===== src/rtl/pll_clock_monitor_if.sv =====
// Signal bundle between the PLL supervisor and its surroundings: the raw
// PLL-domain observations and clear request in, the qualified reset and
// frequency measurement out.
interface pll_clock_monitor_if;
  logic        pll_locked;
  logic        pll_tog;
  logic        fault_clr;
  logic        sys_rst;
  logic        good;
  logic [15:0] freq_count;
  logic        count_valid;
  logic        fault;

  // Environment side: drives the PLL observations, watches the verdict.
  modport master (
    output pll_locked, pll_tog, fault_clr,
    input  sys_rst, good, freq_count, count_valid, fault
  );

  // Supervisor side.
  modport slave (
    input  pll_locked, pll_tog, fault_clr,
    output sys_rst, good, freq_count, count_valid, fault
  );
endinterface


===== src/rtl/pll_clock_monitor.sv =====
// PLL supervisor in the reference-clock domain. Synchronises the PLL lock flag
// and a divided PLL toggle, counts toggle edges (both polarities) over fixed
// gate windows, and releases the downstream reset only after a run of
// in-range windows. Lock loss or an out-of-range window after qualification
// re-asserts the reset and raises a sticky fault.
module pll_clock_monitor #(
  parameter int GATE_CYCLES  = 25000,
  parameter int CNT_MIN      = 6700,
  parameter int CNT_MAX      = 6840,
  parameter int GOOD_WINDOWS = 4
) (
  input  logic                clk,
  input  logic                rst,
  pll_clock_monitor_if.slave  mon
);

  localparam int GW = (GATE_CYCLES > 1) ? $clog2(GATE_CYCLES) : 1;
  localparam int SW = $clog2(GOOD_WINDOWS + 1);

  localparam logic [GW-1:0] GATE_LAST   = GW'(GATE_CYCLES - 1);
  localparam logic [15:0]   CNT_LO      = 16'(CNT_MIN);
  localparam logic [15:0]   CNT_HI      = 16'(CNT_MAX);
  localparam logic [SW-1:0] STREAK_FULL = SW'(GOOD_WINDOWS);

  typedef enum logic [0:0] {
    WAIT_LOCK = 1'b0,
    MEASURE   = 1'b1
  } state_t;

  state_t        state_r;
  logic          lock_meta_r;
  logic          lock_sync_r;
  logic          tog_meta_r;
  logic          tog_sync_r;
  logic          tog_dly_r;
  logic [GW-1:0] gate_cnt_r;
  logic [15:0]   edge_cnt_r;
  logic [SW-1:0] streak_r;
  logic          sys_rst_r;
  logic          good_r;
  logic [15:0]   freq_count_r;
  logic          count_valid_r;
  logic          fault_r;

  logic          edge_s;
  logic [15:0]   win_count_s;
  logic          pass_s;
  logic [SW-1:0] streak_inc_s;

  // Edge detect, saturating count including this cycle's edge, range check
  // and saturating streak increment.
  always_comb begin
    edge_s       = tog_sync_r ^ tog_dly_r;
    win_count_s  = edge_cnt_r;
    pass_s       = 1'b0;
    streak_inc_s = streak_r;
    if (edge_s && (edge_cnt_r != 16'hFFFF)) begin
      win_count_s = edge_cnt_r + 16'd1;
    end else begin
      win_count_s = edge_cnt_r;
    end
    if ((win_count_s >= CNT_LO) && (win_count_s <= CNT_HI)) begin
      pass_s = 1'b1;
    end else begin
      pass_s = 1'b0;
    end
    if (streak_r == STREAK_FULL) begin
      streak_inc_s = streak_r;
    end else begin
      streak_inc_s = streak_r + SW'(1'b1);
    end
  end

  // Synchronisers, lock/measure state machine and all registered outputs.
  always_ff @(posedge clk) begin
    if (rst) begin
      state_r       <= WAIT_LOCK;
      lock_meta_r   <= 1'b0;
      lock_sync_r   <= 1'b0;
      tog_meta_r    <= 1'b0;
      tog_sync_r    <= 1'b0;
      tog_dly_r     <= 1'b0;
      gate_cnt_r    <= '0;
      edge_cnt_r    <= 16'd0;
      streak_r      <= '0;
      sys_rst_r     <= 1'b1;
      good_r        <= 1'b0;
      freq_count_r  <= 16'd0;
      count_valid_r <= 1'b0;
      fault_r       <= 1'b0;
    end else begin
      lock_meta_r   <= mon.pll_locked;
      lock_sync_r   <= lock_meta_r;
      tog_meta_r    <= mon.pll_tog;
      tog_sync_r    <= tog_meta_r;
      tog_dly_r     <= tog_sync_r;
      count_valid_r <= 1'b0;
      // A fault event later in this block overrides the clear.
      if (mon.fault_clr) begin
        fault_r <= 1'b0;
      end
      case (state_r)
        WAIT_LOCK: begin
          gate_cnt_r <= '0;
          edge_cnt_r <= 16'd0;
          streak_r   <= '0;
          good_r     <= 1'b0;
          sys_rst_r  <= 1'b1;
          if (lock_sync_r) begin
            state_r <= MEASURE;
          end
        end
        MEASURE: begin
          if (!lock_sync_r) begin
            // Lock lost: drop the partial window without reporting it.
            state_r    <= WAIT_LOCK;
            gate_cnt_r <= '0;
            edge_cnt_r <= 16'd0;
            streak_r   <= '0;
            good_r     <= 1'b0;
            sys_rst_r  <= 1'b1;
            if (good_r) begin
              fault_r <= 1'b1;
            end
          end else if (gate_cnt_r == GATE_LAST) begin
            // Window end: report and judge, next window starts back-to-back.
            gate_cnt_r    <= '0;
            edge_cnt_r    <= 16'd0;
            freq_count_r  <= win_count_s;
            count_valid_r <= 1'b1;
            if (pass_s) begin
              streak_r <= streak_inc_s;
              if (streak_inc_s == STREAK_FULL) begin
                good_r    <= 1'b1;
                sys_rst_r <= 1'b0;
              end
            end else begin
              streak_r  <= '0;
              good_r    <= 1'b0;
              sys_rst_r <= 1'b1;
              if (good_r) begin
                fault_r <= 1'b1;
              end
            end
          end else begin
            gate_cnt_r <= gate_cnt_r + GW'(1'b1);
            edge_cnt_r <= win_count_s;
          end
        end
        default: begin
          state_r    <= WAIT_LOCK;
          gate_cnt_r <= '0;
          edge_cnt_r <= 16'd0;
          streak_r   <= '0;
          good_r     <= 1'b0;
          sys_rst_r  <= 1'b1;
        end
      endcase
    end
  end

  assign mon.sys_rst     = sys_rst_r;
  assign mon.good        = good_r;
  assign mon.freq_count  = freq_count_r;
  assign mon.count_valid = count_valid_r;
  assign mon.fault       = fault_r;

endmodule


===== src/flat_wrapper.sv =====
// flat-port wrapper written by rule: the top's interface ports become plain ports
module pll_clock_monitor_flat 
#(
  parameter int GATE_CYCLES  = 25000,
  parameter int CNT_MIN      = 6700,
  parameter int CNT_MAX      = 6840,
  parameter int GOOD_WINDOWS = 4
)
  (clk, rst, mon_pll_locked, mon_pll_tog, mon_fault_clr, mon_sys_rst, mon_good, mon_freq_count, mon_count_valid, mon_fault);
  pll_clock_monitor_if mon_i ();
  input  logic clk;
  input  logic rst;
  input wire logic [$bits(mon_i.pll_locked)-1:0] mon_pll_locked;
  input wire logic [$bits(mon_i.pll_tog)-1:0] mon_pll_tog;
  input wire logic [$bits(mon_i.fault_clr)-1:0] mon_fault_clr;
  output wire logic [$bits(mon_i.sys_rst)-1:0] mon_sys_rst;
  output wire logic [$bits(mon_i.good)-1:0] mon_good;
  output wire logic [$bits(mon_i.freq_count)-1:0] mon_freq_count;
  output wire logic [$bits(mon_i.count_valid)-1:0] mon_count_valid;
  output wire logic [$bits(mon_i.fault)-1:0] mon_fault;
  assign mon_i.pll_locked = mon_pll_locked;
  assign mon_i.pll_tog = mon_pll_tog;
  assign mon_i.fault_clr = mon_fault_clr;
  assign mon_sys_rst = mon_i.sys_rst;
  assign mon_good = mon_i.good;
  assign mon_freq_count = mon_i.freq_count;
  assign mon_count_valid = mon_i.count_valid;
  assign mon_fault = mon_i.fault;
  pll_clock_monitor #(.GATE_CYCLES(GATE_CYCLES), .CNT_MIN(CNT_MIN), .CNT_MAX(CNT_MAX), .GOOD_WINDOWS(GOOD_WINDOWS)) u_core (.clk(clk), .rst(rst), .mon(mon_i));
endmodule

===== config.mk =====
export PLATFORM = sky130hd
export DESIGN_NAME = pll_clock_monitor_flat
export DESIGN_NICKNAME = d
export VERILOG_FILES = /design/src/rtl/pll_clock_monitor_if.sv /design/src/rtl/pll_clock_monitor.sv /design/src/flat_wrapper.sv
export SDC_FILE = /design/constraint.sdc
export NUM_CORES = 1
export LEC_CHECK = 0
export BUFFER_PORTS_ARGS = -buffer_cell sky130_fd_sc_hd__buf_2
export CORE_ASPECT_RATIO = 0.7
export CORE_UTILIZATION = 45
export CTS_CLUSTER_SIZE = 24
export DETAILED_ROUTE_END_ITERATION = 7
export PLACE_DENSITY = 0.74
export SLEW_MARGIN = 20
export SYNTH_ARGS = -nofsm -noshare
export SYNTH_HDL_FRONTEND = slang
export SYNTH_SLANG_ARGS = --single-unit

===== constraint.sdc =====
create_clock -name clk -period 3.4 [get_ports clk]
set_input_delay 0.51 -clock clk [delete_from_list [all_inputs] [get_ports clk]]
set_output_delay 0.51 -clock clk [all_outputs]
set_load 0.03 [all_outputs]

==> reports/metrics.cfg <==
[status]
status=finished clean

[final_layout]
regArea_um2=1201
fillerInstances=529
multi_input_area_um2=1493
final_area_um2=3203
antennaDiodeCount=0
drive_gt1_share_pct=18.18
area_growth_pct=14.95
nets=345

[timing]
period_share_pct=83.93
setup_violations=0
slew_violations=0
slew_headroom_pct=60.57
post-route-min-period_ns=2.853
setup_ws_ns=0.5465
fin_skew_ns=0.007071
worstMarginPinSlew_ns=0.5872
clock.fmax_ghz=0.3504
setup_tns_ns=0
rsz0062_at_grt=false
finalHoldViolCount=0

[pwr]
seqPwrFrac_pct=46.3
ir_drop_mv=0.2554
intPower_mw=1.238
p_comb_share_pct=1.2
p_sw_uw=291.5
p_leak_nw=1.159
power.density_nw_per_um2=477.5
p_clk_share_pct=52.5
power_mw=1.529
swShare_pct=19.06

[synth]
synthTopCellsByArea=dfxtp_1, nor2_1, xnor2_1
synthMuxAreaShare_pct=1.482
syn_avg_cell_area_um2=9.018
synth-xor-area-share_pct=8.128
netlist_instances=309
syn-num-nets=318
ys.flop_type=dfxtp_1
synthMostInstantiatedCell=nor2_1
synth_top_area_share_pct=43.11
netlist_area_um2=2786
yosys_warnings=0
synth_seq_cells=60
yosys.area_share.simple_pct=29.05
synth.distinct_cells=61
synth_top_area_cell=dfxtp_1
async_flop_share_pct=0
synth_top_family_by_area=simple AND/OR/NAND/NOR gates
synth-edff-count=0
synth_compound_area_share_pct=13.11
synthAdderAreaFrac_pct=1.796
seq_area_frac_synth_pct=43.11
synth_common_cells=nor2_1, dfxtp_1, nand2_1

[clocking]
clockBufferDepth=2
cts_tree=built
cts_made_buffers=9
ctsHoldBuffers=0
cts-root-buf=clkbuf_8
cts.clk_slew.worst_paths_ns=0.07
cts_num_sinks=60
insertion_delay_ns=0.34
post-cts-setup-buffers=0
h-tree-depth=3
post_cts_resized=0

[worst_setup_path]
r2r-start=u_core.edge_cnt_r[0]
crit_arrival_ns=3.11
critical_path.most_common_cell=nor4_4
critPathSlowestCell=nor4_4
crit_path_start_kind=flip-flop
max_stage_delay_ns=0.52
r2r_setup_slack_ns=0.55
path_class=reg2reg
reg2reg_depth=8
cp_max_fo=8
cp.required_ns=3.66
r2r-end=u_core.mon.fault
critPathCaptureType=flip-flop
cp_cell_sequence=ha_1 -> nand3_1 -> nor4_4 -> o21ai_1 -> nor4_4 -> o32ai_2 -> a21o_1 -> a311oi_2

[global_routing]
gr-total-overflow=0
grt_max_degree=26
grt_first_pass_wirelength_um=9025
antenna_found_initial=0
grt_use_total_pct=18.93
grt_pass1_vias=1867

[detailed_routing]
vias=2245
drc=0
drtIter0Drc=173
drtPass1Iterations=6
viasPerCell=5.397
ant_nets=0
wirelength_um=5732
wl_per_cell_um=13.78

[die]
dieArea_um2=6516
ios=25
chipWidth_um=96.05
die_h_um=67.84
initial_utilization_pct=47.70
core_um2=5842
fp-row-count=23

[hold_path]
min_path_type=in2reg
min_from=mon_pll_tog
hold_depth=2
min_to=u_core.tog_meta_r

[place]
place_congestion=0.9109
io_buffers=24
hpwlAfterDp_um=4107
place_ws_ns=0.6578
placed_cell_area_um2=2953

[run]
cap_viol_max_count=0

critical path, delay by kind of cell (launching register included):
family                   cells  cell delay (ns)
flip-flops                   1             0.47
AO/OA/AOI/OAI                4             0.91
AND/OR/NAND/NOR              3             1.07
adder cells (fa/ha/maj)      1             0.32
layout make-up:
| class | count | area share [%] |
|---|---|---|
| Clock buffer | 12 | 4.844 |
| Inverter | 6 | 0.7031 |
| Sequential cell | 60 | 37.50 |
| Multi-Input combinational cell | 232 | 46.60 |
| Clock inverter | 4 | 2.969 |
| Timing Repair Buffer | 27 | 4.453 |
| Tap cell | 75 | 2.930 |
metrics by stage:
stage / hold WS [ns] / utilization (%) / std cells
floorplan: 0.4138 / - / 309
global placement: 0.4181 / 50.55 / 400
CTS: 0.3623 / 54.83 / 416
global route: 0.3777 / 54.83 / 416
finish: 0.3741 / 54.83 / 416
detailed placement: 0.4365 / 50.55 / 400
power by group through the flow:
stage	Clock [mW]	Sequential (mW)	Combinational, mW
4_1_cts	0.823	0.707	0.0181
5_1_grt	0.850	0.707	0.0196
3_5_place_dp	0	0.723	0.0179
2_1_floorplan	0	0.723	0.0133
3_3_place_gp	0	0.723	0.0177
6_report	0.804	0.708	0.0183
metal layers:
layer	vias up	part of all wire, %	global-route usage [%]
li1	1142	-	-
met1	1026	51	27.53
met2	69	40	24.56
met3	8	7.7	6.444
met4	0	1.3	8.955
met5	-	0	0
layout by cell type (no fill, tap or decap), types with 2 or more instances in the layout:
| cell type | instances |
|---|---|
| and3_1 | 4 |
| nor4b_1 | 2 |
| nor4_4 | 2 |
| a211oi_1 | 13 |
| clkbuf_8 | 11 |
| or3_1 | 2 |
| nor4_1 | 5 |
| nand2_1 | 18 |
| nor2b_1 | 7 |
| nand3_1 | 13 |
| inv_1 | 6 |
| and3_2 | 2 |
| o211ai_1 | 2 |
| or2_2 | 2 |
| nor3_1 | 5 |
| a21o_1 | 2 |
| a31oi_1 | 3 |
| nor3b_1 | 2 |
| buf_4 | 3 |
| a21boi_0 | 2 |
| a21oi_1 | 11 |
| nand4_1 | 3 |
| dfxtp_1 | 60 |
| buf_2 | 24 |
| nand2b_1 | 2 |
| xnor2_1 | 13 |
| and4_1 | 3 |
| xor2_1 | 11 |
| nor2_1 | 68 |
| mux2i_1 | 3 |
| bufinv_16 | 3 |
| ha_1 | 4 |
state kept, by name, summed over array words and instances, names as in the netlist, 3 cells and up:
signal / cells
u_core.edge_cnt_r: 16
u_core.mon.freq_count: 16
u_core.gate_cnt_r: 15
u_core.streak_r: 3
worst max path at each step:
stage | startpoint | end | slack [ns] | depth (start not counted)
final | u_core.edge_cnt_r[0] | u_core.mon.fault | 0.55 | 8
after global routing | u_core.edge_cnt_r[0] | u_core.mon.fault | 0.36 | 8
after CTS | u_core.edge_cnt_r[0] | u_core.mon.fault | 0.60 | 8
after detailed placement | u_core.edge_cnt_r[0] | u_core.mon.fault | 0.66 | 8
after global placement | u_core.edge_cnt_r[0] | u_core.mon.fault | 0.74 | 8
after floorplan | u_core.edge_cnt_r[0] | u_core.mon.fault | 0.93 | 8
cells by family (layout without fill, tap and decap cells):
group                    after synthesis  in the layout
buffers and inverters                 17             49
AND/OR/NAND/NOR                      151            151
AO/OA/AOI/OAI                         48             48
flip-flops                            60             60
multiplexers                           4              4
XOR/XNOR                              25             25
adder cells (fa/ha/maj)                4              4
Power figures use the tool's default switching activity.
